`src/rtl/uart_pkg.sv`:
```
// rtl/uart_pkg.sv - shared types and constants for the UART receive path
package uart_pkg;

    typedef enum logic [2:0] {
        IDLE  = 3'd0,
        START = 3'd1,
        DATA  = 3'd2,
        STOP  = 3'd3,
        BREAK = 3'd4
    } rx_state_t;

    localparam int OVERSAMPLE = 16;
    localparam logic [3:0] MID_START = 4'd7;
    localparam logic [3:0] MID_BIT   = 4'd15;

    function automatic int calc_div(input int clk_freq, input int baud_rate);
        return clk_freq / (baud_rate * OVERSAMPLE);
    endfunction

endpackage

```
`src/rtl/uart_baud_tick.sv`:
```
// rtl/uart_baud_tick.sv - oversampling tick divider, held at zero while clr is high
module uart_baud_tick #(
    parameter int DIV = 10
) (
    input  logic sysclk,
    input  logic reset,
    input  logic clr,
    output logic tick
);

    localparam int W = (DIV > 2) ? $clog2(DIV) : 1;
    localparam logic [W-1:0] LAST = W'(DIV - 1);

    logic [W-1:0] div_cnt;

    always_ff @(posedge sysclk) begin
        if (reset || clr) begin
            div_cnt <= '0;
        end else if (div_cnt == LAST) begin
            div_cnt <= '0;
        end else begin
            div_cnt <= div_cnt + W'(1);
        end
    end

    assign tick = (div_cnt == LAST);

endmodule

```
`src/rtl/uart_receiver.sv`:
```
// rtl/uart_receiver.sv - 16x oversampled 8N1 UART receiver with frame error and break handling
module uart_receiver
    import uart_pkg::*;
#(
    parameter int CLK_FREQ  = 100000000,
    parameter int BAUD_RATE = 9600
) (
    input  logic       sysclk,
    input  logic       reset,
    input  logic       uart_rx,
    output logic [7:0] rx_data,
    output logic       rx_status,
    output logic       frame_err,
    output logic       rx_busy
);

    localparam int DIV = calc_div(CLK_FREQ, BAUD_RATE);

    rx_state_t  state, next_state;
    logic [1:0] sync;
    logic       rx_s;
    logic       tick;
    logic       clr;
    logic       mid_start;
    logic       bit_done;
    logic [3:0] tick_cnt;
    logic [2:0] bit_cnt;
    logic [7:0] shreg;

    assign rx_s = sync[1];

    // Divider is held in IDLE so bit timing starts at the detected falling edge
    uart_baud_tick #(.DIV(DIV)) u_tick (
        .sysclk (sysclk),
        .reset  (reset),
        .clr    (clr),
        .tick   (tick)
    );

    always_ff @(posedge sysclk) begin
        if (reset) begin
            state <= IDLE;
        end else begin
            state <= next_state;
        end
    end

    always_comb begin
        next_state = state;
        case (state)
            IDLE:    if (!rx_s) next_state = START;
            START:   if (mid_start) next_state = rx_s ? IDLE : DATA;
            DATA:    if (bit_done && bit_cnt == 3'd7) next_state = STOP;
            STOP:    if (bit_done) next_state = rx_s ? IDLE : BREAK;
            BREAK:   if (rx_s) next_state = IDLE;
            default: next_state = IDLE;
        endcase
    end

    always_comb begin
        clr       = (state == IDLE);
        rx_busy   = (state != IDLE);
        mid_start = tick && (tick_cnt == MID_START);
        bit_done  = tick && (tick_cnt == MID_BIT);
    end

    always_ff @(posedge sysclk) begin
        if (reset) begin
            sync      <= 2'b11;
            tick_cnt  <= '0;
            bit_cnt   <= '0;
            shreg     <= '0;
            rx_data   <= '0;
            rx_status <= 1'b0;
            frame_err <= 1'b0;
        end else begin
            sync      <= {sync[0], uart_rx};
            rx_status <= 1'b0;
            frame_err <= 1'b0;
            case (state)
                START: begin
                    bit_cnt <= '0;
                    if (tick) tick_cnt <= mid_start ? 4'd0 : tick_cnt + 4'd1;
                end
                DATA: begin
                    // tick_cnt wraps 15->0 on its own, which also zeroes it for STOP
                    if (tick) tick_cnt <= tick_cnt + 4'd1;
                    if (bit_done) begin
                        shreg[bit_cnt] <= rx_s;
                        bit_cnt        <= bit_cnt + 3'd1;
                    end
                end
                STOP: begin
                    if (tick) tick_cnt <= tick_cnt + 4'd1;
                    if (bit_done) begin
                        if (rx_s) begin
                            rx_data   <= shreg;
                            rx_status <= 1'b1;
                        end else begin
                            frame_err <= 1'b1;
                        end
                    end
                end
                default: begin
                    tick_cnt <= '0;
                    bit_cnt  <= '0;
                end
            endcase
        end
    end

endmodule

```
`config.mk`:
```
export PLATFORM = sky130hd
export DESIGN_NAME = uart_receiver
export DESIGN_NICKNAME = d
export VERILOG_FILES = /design/src/rtl/uart_pkg.sv /design/src/rtl/uart_baud_tick.sv /design/src/rtl/uart_receiver.sv
export SDC_FILE = /design/constraint.sdc
export NUM_CORES = 1
export LEC_CHECK = 0
export ABC_AREA = 1
export ABC_CLOCK_PERIOD_IN_PS = 2300
export CAP_MARGIN = 40
export CORE_UTILIZATION = 38
export CTS_BUF_LIST = sky130_fd_sc_hd__clkbuf_4
export DETAILED_ROUTE_END_ITERATION = 7
export MAX_ROUTING_LAYER = met4
export PLACE_DENSITY = 0.6
export SYNTH_ARGS = -nofsm -noshare
export SYNTH_HDL_FRONTEND = slang
export SYNTH_SLANG_ARGS = --single-unit
```
`constraint.sdc`:
```
create_clock -name sysclk -period 2.3 [get_ports sysclk]
set_clock_uncertainty 0.2 [all_clocks]
set_input_delay 0.46 -clock sysclk [delete_from_list [all_inputs] [get_ports sysclk]]
set_output_delay 0.46 -clock sysclk [all_outputs]
set_load 0.02 [all_outputs]
```
# Word level (Yosys, flattened, before mapping)
# Index checks and enable logic that the tools add are counted.
dict set report word_totals {
  ff_bits 40
  in_bits 3
  output_inout_bits 11
}
dict set report op_classes {
  n_addsub 3
  order_cmp 2
  n_eq_ne 16
  mux 19
  bitwise_logic 2
  reduce_logical 15
}
# op count
set ops {}
lappend ops {{$mux W3} 7}
lappend ops {{$pmux W3 S5} 1}
lappend ops {{$ne A2 B2 Y1 const B} 7}
lappend ops {{$mux W4} 3}
lappend ops {{$add A10 B1 Y10 const B} 1}
lappend ops {{$eq A10 B10 Y1 const B} 1}
lappend ops {{$bwmux W8} 1}
lappend ops {{$pmux W4 S2} 1}
lappend ops {{$eq A3 B2 Y1 const B} 2}
lappend ops {{$eq A3 B3 Y1 const B} 2}
lappend ops {{$pmux W3 S2} 1}
lappend ops {{$reduce_and A2 Y1} 3}
lappend ops {{$reduce_and A5 Y1} 1}
lappend ops {{$add A4 B1 Y4 const B} 1}
lappend ops {{$eq A4 B3 Y1 const B} 1}
lappend ops {{$eq A4 B4 Y1 const B} 1}
lappend ops {{$logic_and A1 B1 Y1} 4}
lappend ops {{$lt A3 B4 Y1 const B} 1}
lappend ops {{$reduce_or A2 Y1} 2}
lappend ops {{$add A3 B1 Y3 const B} 1}
lappend ops {{$demux W1 S3} 1}
lappend ops {{$eq A3 B1 Y1 const B} 1}
lappend ops {{$ge A3 B1 Y1 const B} 1}
lappend ops {{$logic_not A3 Y1} 1}
lappend ops {{8 further kinds} 11}

# Longest topological paths before layout
# Gate-level depths: netlist of the first run.
dict set report depth {
  ltp_word 5
  depth_mapped 10
}

# Hierarchy
# Synthesis of the first run repeated with hierarchy kept, for this count alone.
dict set report hier_totals {
  cells_unflattened 261
  hier_area_um2 1924.3
}
# mod n_inst cells_per_inst area_per_inst_um2
set by_module_without_submodules {}
lappend by_module_without_submodules {uart_receiver 1 196 1418.9}
lappend by_module_without_submodules {uart_baud_tick 1 65 505.5}

# Worst setup path after synthesis of the first run
# OpenSTA, ideal clock, no wires.
dict set report synth_timing {
  kind {flip-flop to flip-flop}
  start {register tick_cnt[0]}
  end {register shreg[1]}
  arrival_time_ps 1360
  required_ps 2030
  path_slack_ps 669
  path_stages_with_launch 9
  period_less_slack_ps 1631
  path_cell_list {dfxtp_1 ha_1 nand2_1 nor2_1 nand4_4 nor2_8 buf_8 nand3_1 a21oi_1}
}
dict set report synth_via {
  elab_chain_len 3
}
# element line
set synth_rtl {}
lappend synth_rtl {{from (decl)} uart_receiver.sv:26} ;# logic [3:0] tick_cnt;
lappend synth_rtl {{from (signal assigned)} uart_receiver.sv:83} ;# if (tick) tick_cnt <= mid_start ? 4'd0 : tick_cnt + 4'd1;
lappend synth_rtl {{from (signal assigned)} uart_receiver.sv:87} ;# if (tick) tick_cnt <= tick_cnt + 4'd1;
lappend synth_rtl {{from (signal assigned)} uart_receiver.sv:94} ;# if (tick) tick_cnt <= tick_cnt + 4'd1;
lappend synth_rtl {{$eq A4 B4 Y1} uart_receiver.sv:64} ;# bit_done = tick && (tick_cnt == MID_BIT);
lappend synth_rtl {{$logic_and A1 B1 Y1} uart_receiver.sv:64}
lappend synth_rtl {{$reduce_and A2 Y1 (no source line)} n/a}
lappend synth_rtl {{to (signal, indexed assignment)} uart_receiver.sv:89} ;# shreg[bit_cnt] <= rx_s;
lappend synth_rtl {{to (decl)} uart_receiver.sv:28} ;# logic [7:0] shreg;
# No other way between the ends.
# A chain may end at the register's enable or synchronous reset.

# Final worst setup path of the first run
dict set report layout_timing {
  start {register state[1]}
  end {output rx_busy}
}
dict set report layout_via {
  elab_chain_len 1
}
# element line
set layout_rtl {}
lappend layout_rtl {{from (decl)} uart_receiver.sv:19} ;# rx_state_t state, next_state;
lappend layout_rtl {{from (signal assigned)} uart_receiver.sv:44} ;# state <= next_state;
lappend layout_rtl {{$reduce_bool A3 Y1} uart_receiver.sv:62} ;# rx_busy = (state != IDLE);
lappend layout_rtl {{to (decl)} uart_receiver.sv:14} ;# output logic rx_busy
# No other way between the ends.

==> flow_metrics.py, run 1 <==
metrics = {
    "power": {
        "intPower_uw": 948,
        "ir_drop_v": 0.000263,
        "p_per_area_nw_per_um2": 710,
        "p_sw_share_pct": 33.6,
        "switching_power_uw": 480,
        "comb_power_share_pct": 24.5,
        "cellLeakagePower_nw": 0.782,
        "p_seq_share_pct": 53.8,
        "p_clk_share_pct": 21.7,
    },
    "synth": {
        "syn_nets": 253,
        "postSynthCellCount": 245,
        "syn_avg_cell_area_um2": 7.29,
        "synthSimpleGateAreaFrac_pct": 36.2,
        "synthXorXnorAreaFrac_pct": 0.981,
        "synth_top_family_by_area": "simple AND/OR/NAND/NOR gates",
        "yosys_register_bits": 40,
        "synth.distinct_cells": 25,
        "synthAdderAreaFrac_pct": 3.50,
        "synth_area_um2": 1790,
        "yosysWarnings": 0,
        "synthMuxAreaShare_pct": 0,
        "synth_compound_area_share_pct": 8.41,
        "seq_area_frac_synth_pct": 44.8,
    },
    "drt": {
        "vias": 1521,
        "via_per_inst": 4.86,
        "drt_first_pass_iters": 6,
        "avgRoutedWirePerCell_um": 10.9,
        "wl_um": 3420,
        "drtAntennaViolNets": 0,
        "first_iter_violations": 61,
        "drcViolationCount": 2,
    },
    "sta": {
        "fin_ws_ns": 0.105,
        "worstMarginPinSlew_ns": 0.393,
        "tns_ns": 0,
        "rsz0062_at_grt": "false",
        "period_needed_ns": 2.19,
        "hold_viol_final": 0,
        "post-route-period-util_pct": 95.4,
        "slew_headroom_pct": 73.7,
        "hold_slack_ns": 0.224,
        "drv_slew": 0,
        "setup_viol": 0,
        "clock.fmax_mhz": 456,
    },
    "die": {
        "coreArea_um2": 4440,
        "die_area_um2": 4980,
        "die_w_um": 70.5,
        "ioPinCount": 14,
        "num_rows": 24,
        "die_y_um": 70.5,
        "initial_core_util_pct": 40.2,
    },
    "clock_network": {
        "post_cts_buffers": 0,
        "cts-htree-levels": 2,
        "hold_buffers": 0,
        "insertion_delay_ns": 0.35,
        "cts_root_buf": "clkbuf_4",
        "cts_resized": 0,
        "clkTransAtPathRegs_ns": 0.09,
        "cts_tree": "built",
        "cts.path.max_buffers": 2,
        "cts_buffers": 5,
        "cts_sinks": 40,
    },
    "worst_setup_path": {
        "r2r_setup_slack_ns": 0.47,
        "critical_path_arrival_ns": 1.53,
        "worst_setup_path_start_kind": "flip-flop",
        "critPathKind": "reg -> out",
        "critPathMaxFanout": 4,
        "cp.required_ns": 1.64,
        "worst_setup_path_end_kind": "output pin",
    },
    "finish": {
        "area_growth_pct": 12.7,
        "n_antenna_cell": 0,
        "final_common_cell": "nand2_1",
        "fillers": 460,
        "drive_gt1_share_pct": 7.66,
        "multiInputGateArea_um2": 880,
        "final_nets": 271,
        "final_cell_mix": "52 x nand2_1, 48 x nor2_1, 39 x dfxtp_1",
        "seq_area_um2": 802,
        "stdcell_area_um2": 2010,
    },
    "placement": {
        "dp_hpwl_um": 2470,
        "pre_cts_ws_ns": 0.423,
        "placedInstanceArea_um2": 1970,
        "gp_congestion": 0.797,
        "port_buffers": 13,
    },
    "global_route": {
        "antenna_found_initial": 0,
        "grt.overflow.total": 0,
        "met3_usage_pct": 4.70,
        "grt_pass1_vias": 1378,
        "grt_usage_pct": 15.8,
        "grt_max_degree": 20,
        "met1_usage_pct": 19.3,
        "grt_most_used_layer": "met2",
        "grtUsageMet2_pct": 25.0,
        "grt_first_pass_wirelength_um": 6000,
    },
    "job": {
        "drv_cap": 0,
    },
    "run_status": {
        "status": "complete, but fails checks",
        "violations": "design-rule violations",
    },
    "worst_hold_path": {
        "hold_path_class": "reg -> reg",
    },
}
Yosys cell counts:
master	instances	share of area (%)
xor2_1	1	0.49
nand3_1	18	5.0
nand4_1	4	1.4
nor3b_1	3	1.3
nand4_4	1	1.2
inv_1	18	3.8
xnor2_1	1	0.49
buf_2	2	0.56
nand2_1	52	11
nor2_2	1	0.35
nor3_1	8	2.2
and3_1	1	0.35
ha_1	5	3.5
a21oi_1	19	5.3
dfxtp_1	40	45
or2_2	2	0.70
inv_2	2	0.42
o21ai_1	5	1.4
nor2_1	49	10
nor2_4	1	0.63
o21ai_0	6	1.7
nand2_2	2	0.70
nor2_8	1	1.1
buf_8	1	0.84
clkbuf_1	2	0.42
power by group through the flow:
stage | Combinational [mW] | Clock [mW] | Sequential, mW
floorplan | 0.261 | 0 | 0.772
global placement | 0.352 | 0 | 0.779
detailed placement | 0.347 | 0 | 0.780
CTS | 0.348 | 0.325 | 0.763
global route | 0.406 | 0.357 | 0.774
finish | 0.349 | 0.311 | 0.768
final timing paths:
check,from,end,cells after the start
hold reg to reg,sync[0],sync[1],1
setup / recovery,state[1],rx_busy,3
hold / removal,sync[0],sync[1],1
setup reg to reg,u_tick.div_cnt[0],u_tick.div_cnt[4],7
per-stage QoR:
step           cells  util (%)  total power [mW]
6_report         313      45.3              1.43
5_1_grt          313      45.3              1.54
3_5_place_dp     308      44.3              1.13
3_3_place_gp     308      44.3              1.13
2_1_floorplan    245         -              1.03
4_1_cts          313      45.2              1.44
worst max-delay path, stage by stage (launching register included):
cell             delay, ns
dfxtp_1               0.36
nor2_2                0.18
nand2_1               0.11
clkdlybuf4s50_1       0.55
kinds of logic (layout without fill, tap and decap cells):
family                     Yosys count  in the layout
xor gates and xnor gates             2              2
AOI/OAI and AO/OA                   30             30
DFF                                 40             40
adders and majority gates            5              5
buffers and inverters               25             41
and+or+nand+nor                    143            143
state kept, by name, indices dropped and copies added (netlist names):
signal          cells
u_tick.div_cnt     10
sync                2
bit_cnt             3
frame_err           1
rx_status           1
state               3
shreg               8
tick_cnt            4
rx_data             8
per-layer routing:
layer | routed length [um] | share of wire, % | vias up
li1 | - | - | 827
met1 | 1720 | 50 | 671
met2 | 1530 | 45 | 18
met3 | 125 | 3.7 | 5
met4 | 42 | 1.2 | 0
met5 | 0 | 0 | -
final cells by class:
class | instances | area share [%]
multi-input cells | 180 | 43.7
flip-flops and latches | 40 | 39.9
repair buffers | 16 | 7.59
inverters | 20 | 3.73
well taps | 52 | 3.23
clock buffers | 5 | 1.87
Note: power is estimated with default switching activity, not from simulation.
==> inputs of run 2 (changes only) <==
--- a/config.mk
+++ b/config.mk
@@ -13,6 +13,7 @@
 export DETAILED_ROUTE_END_ITERATION = 7
 export MAX_ROUTING_LAYER = met4
 export PLACE_DENSITY = 0.6
+export SETUP_SLACK_MARGIN = 0.3
 export SYNTH_ARGS = -nofsm -noshare
 export SYNTH_HDL_FRONTEND = slang
 export SYNTH_SLANG_ARGS = --single-unit
==> run 2 against run 1 <==
Compared with the run above:
- the run still ends with design-rule violations left
- wire length grew 0.35%
- setup slack gained 0.26 ns
- maximum frequency grew 13%
- final area grew 0.62%
- die area is the same
- total power shrank 0.86%
- global-route usage grew 0.13 points
- clock power shrank 1%
- critical endpoint is now rx_data[6]
- largest cell class unchanged
- highest routed layer unchanged
==> flow_metrics.py, run 2 (synthesis gave the netlist of run 1 again) <==
metrics = {
    "clock_network": {
        "cts_root_buf": "clkbuf_4",
        "cts-htree-levels": 2,
        "post_cts_buffers": 0,
        "cts_tree": "built",
        "clkTransAtPathRegs_ns": 0.10,
        "insertion_delay_ns": 0.34,
        "hold_buffers": 0,
        "cts.path.max_buffers": 2,
        "cts_buffers": 5,
        "cts_sinks": 40,
    },
    "sta": {
        "setup_viol": 0,
        "rsz0062_at_grt": "false",
        "hold_viol_final": 0,
        "drv_slew": 0,
        "worstMarginPinSlew_ns": 0.315,
        "post-route-period-util_pct": 84.3,
        "tns_ns": 0,
        "period_needed_ns": 1.94,
        "slew_headroom_pct": 78.9,
        "clock.fmax_mhz": 516,
    },
    "global_route": {
        "grt_usage_pct": 15.9,
        "antenna_found_initial": 0,
        "grt_first_pass_wirelength_um": 6050,
        "grt_pass1_vias": 1388,
        "grt.overflow.total": 0,
        "grt_max_degree": 20,
    },
    "finish": {
        "n_antenna_cell": 0,
        "final_cell_mix": "52 x nand2_1, 48 x nor2_1, 39 x dfxtp_1",
        "final_nets": 271,
        "reg.largest.list": "u_tick.div_cnt: 10 flops, rx_data: 8 flops, shreg: 8 flops",
        "drive_gt1_share_pct": 8.43,
        "area_growth_pct": 13.4,
        "largest_reg_flops": 10,
        "final_common_cell": "nand2_1",
        "top_register": "u_tick.div_cnt",
        "stdcell_area_um2": 2020,
    },
    "drt": {
        "drtAntennaViolNets": 0,
        "via_per_inst": 4.85,
        "vias": 1518,
        "first_iter_violations": 58,
        "wl_um": 3430,
        "drcViolationCount": 2,
        "drt_first_pass_iters": 6,
        "avgRoutedWirePerCell_um": 11.0,
    },
    "job": {
        "drv_cap": 0,
    },
    "die": {
        "initial_core_util_pct": 40.2,
        "ioPinCount": 14,
        "die_y_um": 70.5,
        "coreArea_um2": 4440,
        "num_rows": 24,
        "die_area_um2": 4980,
        "die_w_um": 70.5,
    },
    "placement": {
        "dp_hpwl_um": 2470,
        "placedInstanceArea_um2": 1970,
        "port_buffers": 13,
        "gp_congestion": 0.797,
    },
    "worst_setup_path": {
        "critical_path_arrival_ns": 1.28,
        "worst_setup_path_start_kind": "flip-flop",
        "cp_slowest_cell": "clkdlybuf4s50_1",
        "critPathKind": "reg -> out",
        "crit_chain": "clkdlybuf4s50_1",
        "critPathTopFamily": "buffers and inverters",
        "critPathMaxFanout": 2,
        "cp.required_ns": 1.64,
        "critPathBufInv": 1,
        "worst_setup_path_end_kind": "output pin",
        "max_stage_delay_ns": 0.60,
    },
    "worst_hold_path": {
        "hold_path_class": "reg -> reg",
    },
    "run_status": {
        "violations": "design-rule violations",
        "status": "complete, but fails checks",
    },
    "power": {
        "p_per_area_nw_per_um2": 699,
        "cellLeakagePower_nw": 0.858,
        "ir_drop_v": 0.000262,
    },
}
-- run 2: cell types whose count changed in the layout (fill, tap and decap cells not counted), sizes merged --
cell and change:
clkbuf +1, clkdlybuf4s50 -5, dlymetal6s2s +4
-- run 2: final cells by class --
cell class,count,area (um^2)
multi-input cells,180,885
flip-flops and latches,40,802
clock buffers,5,37.5
inverters,20,77.6
well taps,52,65.1
repair buffers,16,158
fillers,457,2420
-- run 2: path summary, 6_finish.rpt --
path	endpoint	slack (ns)	start	depth (start not counted)
setup / recovery	rx_data[6]	0.36	rx_data[6]	1
hold / removal	sync[1]	0.22	sync[0]	1
setup reg to reg	rx_data[0]	0.49	tick_cnt[0]	9
hold reg to reg	sync[1]	0.22	sync[0]	1
-- run 2: through the flow --
step           cells  total power [mW]  hold WS [ns]  setup slack [ns]  utilization [%]
6_report         313              1.42         0.224             0.361             45.6
5_1_grt          313              1.53         0.256             0.295             45.6
4_1_cts          313              1.43         0.230             0.329             45.2
3_5_place_dp     308              1.13         0.204             0.423             44.3
3_3_place_gp     308              1.13         0.200             0.438             44.3
2_1_floorplan    245              1.03         0.189             0.669                -
-- run 2: report_power, final --
part / total, mW / switching, mW / internal, mW
Sequential: 0.768 / 0.0382 / 0.730
Combinational: 0.341 / 0.235 / 0.106
Clock: 0.307 / 0.205 / 0.102
Total: 1.42 / 0.478 / 0.938
-- run 2: metal layers --
layer | share of wire [%] | global-route usage (%)
met5 | 0 | -
met4 | 0.73 | 5.33
met3 | 3.3 | 4.70
met2 | 45 | 25.5
met1 | 51 | 19.3
-- run 2: timing repair --
item                                    in CTS  in global routing
endpoints found under the setup margin       1                 15
resized for setup                            3                  8
pin swaps                                    0                  1
==> inputs of run 3 (changes only) <==
--- a/config.mk
+++ b/config.mk
@@ -6,13 +6,13 @@
 export NUM_CORES = 1
 export LEC_CHECK = 0
 export ABC_AREA = 1
-export ABC_CLOCK_PERIOD_IN_PS = 2300
+export ABC_CLOCK_PERIOD_IN_PS = 1700
 export CAP_MARGIN = 40
 export CORE_UTILIZATION = 38
 export CTS_BUF_LIST = sky130_fd_sc_hd__clkbuf_4
 export DETAILED_ROUTE_END_ITERATION = 7
 export MAX_ROUTING_LAYER = met4
-export PLACE_DENSITY = 0.6
+export PLACE_DENSITY = 0.62
 export SETUP_SLACK_MARGIN = 0.3
 export SYNTH_ARGS = -nofsm -noshare
 export SYNTH_HDL_FRONTEND = slang
==> constraint.sdc (replaced) <==
create_clock -name sysclk -period 1.7 [get_ports sysclk]
set_clock_uncertainty 0.2 [all_clocks]
set_input_delay 0.34 -clock sysclk [delete_from_list [all_inputs] [get_ports sysclk]]
set_output_delay 0.34 -clock sysclk [all_outputs]
set_load 0.02 [all_outputs]
==> run 3 against run 2 <==
Compared with the run above:
- wire length grew 28%
- core utilization grew 13 points
- non-clock buffer count grew 23
- critical path type is now reg -> reg
- highest routed layer unchanged
- setup slack lost 0.34 ns
- final area grew 29%
- worst hold slack lost 0.0036 ns
- die area is the same
- combinational power grew to 2.6 times the previous value
- via count grew 14%
- largest power group unchanged
- the run still ends with design-rule violations left
- critical path depth grew 8
- largest cell class unchanged
==> flow_metrics.py, run 3 (synthesis gave the netlist of run 1 again) <==
metrics = {
    "run_status": {
        "status": "complete, but fails checks",
        "violations": "design-rule violations",
    },
    "clock_network": {
        "hold_buffers": 0,
        "cts_buffers": 5,
        "cts_sinks": 40,
        "clkTransAtPathRegs_ns": 0.12,
        "cts-htree-levels": 2,
        "cts.path.max_buffers": 2,
        "cts_root_buf": "clkbuf_4",
        "insertion_delay_ns": 0.35,
        "cts_tree": "built",
    },
    "worst_setup_path": {
        "critPathMaxFanout": 10,
        "critical_path_arrival_ns": 1.73,
        "r2r-end": "shreg[4]",
        "worst_setup_path_start_kind": "flip-flop",
        "cp.required_ns": 1.75,
        "critPathKind": "reg -> reg",
        "worst_setup_path_end_kind": "flip-flop",
        "r2r-start": "tick_cnt[1]",
        "r2r_setup_slack_ns": 0.02,
        "ff2ff_path_depth": 9,
    },
    "sta": {
        "hold_viol_final": 0,
        "tns_ns": 0,
        "period_needed_ns": 1.68,
        "worstMarginPinSlew_ns": 0.293,
        "rsz0062_at_grt": "true",
        "clock.fmax_mhz": 596,
        "setup_viol": 0,
        "drv_slew": 0,
        "slew_headroom_pct": 80.4,
        "post-route-period-util_pct": 98.6,
    },
    "drt": {
        "via_per_inst": 5.06,
        "drt_first_pass_iters": 6,
        "drcViolationCount": 8,
        "vias": 1734,
        "avgRoutedWirePerCell_um": 12.8,
        "wl_um": 4380,
        "drtAntennaViolNets": 0,
        "first_iter_violations": 164,
    },
    "worst_hold_path": {
        "whs_path_depth": 1,
        "hold_path_class": "reg -> reg",
        "hold_end": "sync[1]",
        "worstHoldStart": "sync[0]",
    },
    "finish": {
        "largest_reg_flops": 10,
        "drive_gt1_share_pct": 43.3,
        "reg.largest.list": "u_tick.div_cnt: 10 flops, rx_data: 8 flops, shreg: 8 flops",
        "fillers": 391,
        "n_antenna_cell": 0,
        "final_cell_mix": "42 x nand2_1, 35 x nor2_1, 26 x dfxtp_1",
        "top_register": "u_tick.div_cnt",
        "final_common_cell": "nand2_1",
        "area_growth_pct": 46.3,
        "final_nets": 298,
    },
    "die": {
        "die_area_um2": 4980,
        "die_w_um": 70.5,
        "die_y_um": 70.5,
        "initial_core_util_pct": 40.2,
        "num_rows": 24,
        "coreArea_um2": 4440,
        "ioPinCount": 14,
    },
    "power": {
        "p_per_area_nw_per_um2": 980,
        "ir_drop_v": 0.000567,
        "cellLeakagePower_nw": 1.01,
        "total_power_mw": 2.56,
    },
    "placement": {
        "dp_hpwl_um": 2560,
        "port_buffers": 13,
        "gp_congestion": 0.820,
    },
    "global_route": {
        "grt_first_pass_wirelength_um": 6560,
        "grt_usage_pct": 16.9,
        "grt_pass1_vias": 1530,
        "grt_max_degree": 16,
        "grt.overflow.total": 0,
        "antenna_found_initial": 0,
    },
    "job": {
        "drv_cap": 0,
    },
}
## run 3: cell count changes in the layout (fill, tap and decap cells not counted), sizes merged
| cell | before | now |
|---|---|---|
| nand2 | 54 | 55 |
| nor2 | 52 | 54 |
| clkinv | 0 | 2 |
| inv | 20 | 19 |
| buf | 3 | 37 |
| bufinv | 0 | 1 |
| clkdlybuf4s50 | 8 | 2 |
| nand3 | 18 | 19 |
| dlymetal6s2s | 4 | 0 |
## run 3: metrics by stage
stage	cells	hold slack, ns	setup WS, ns	area (um^2)	utilization [%]
after floorplan	245	0.189	0.143	1850	-
final	343	0.220	0.0230	2610	58.8
after global routing	343	0.229	-0.0692	2610	58.8
after CTS	329	0.224	0.0500	2220	49.9
after detailed placement	317	0.194	0.0306	2100	47.3
after global placement	317	0.196	0.0663	2100	47.3
## run 3: layout make-up
type | count | area, um^2 | share of cell area, %
multi-input combinational | 184 | 1200 | 45.8
sequential | 40 | 823 | 31.5
inverter | 20 | 95.1 | 3.64
clock inverter | 2 | 35.0 | 1.34
clock buffer | 6 | 45.0 | 1.72
timing repair buffer | 39 | 352 | 13.5
tap | 52 | 65.1 | 2.49
## run 3: worst max path at each step
stage	startpoint	endpoint	slack (ns)	depth (start not counted)
6_report	tick_cnt[1]	shreg[4]	0.02	9
5_1_grt	tick_cnt[1]	shreg[4]	-0.07	9
4_1_cts	state[1]	rx_busy	0.05	3
3_5_place_dp	u_tick.div_cnt[1]	shreg[0]	0.03	7
3_3_place_gp	u_tick.div_cnt[1]	tick_cnt[3]	0.07	8
2_1_floorplan	u_tick.div_cnt[0]	shreg[1]	0.14	9
## run 3: what timing repair did
item	CTS	global route
hold endpoints to repair	0	0
setup endpoints to repair	49	49
setup buffers	2	12
gates resized for setup	60	80
cloned	2	2
pin swaps	4	19
## run 3: critical path, stage by stage (launching register included)
cell,delay (ns)
dfxtp_2,0.38
ha_4,0.15
nand2_4,0.06
nor2_4,0.11
nand4_4,0.15
buf_6,0.17
nor2_8,0.14
nand2_1,0.08
nand2_1,0.09
a21oi_2,0.06
## run 3: per-layer routing
layer / vias to the layer above / share of wire [%] / GRT usage, % / wire, um
met4: 0 / 1.3 / 7.33 / 55
met1: 802 / 45 / 21.4 / 1950
met3: 6 / 4.2 / 3.99 / 183
met2: 35 / 50 / 25.9 / 2190
li1: 891 / - / - / -
met5: - / 0 / - / 0
## run 3: where the power goes
part           internal, mW  total [mW]  switching [mW]
Sequential            0.998        1.04          0.0428
Clock                 0.325       0.644           0.319
Combinational         0.347       0.875           0.528
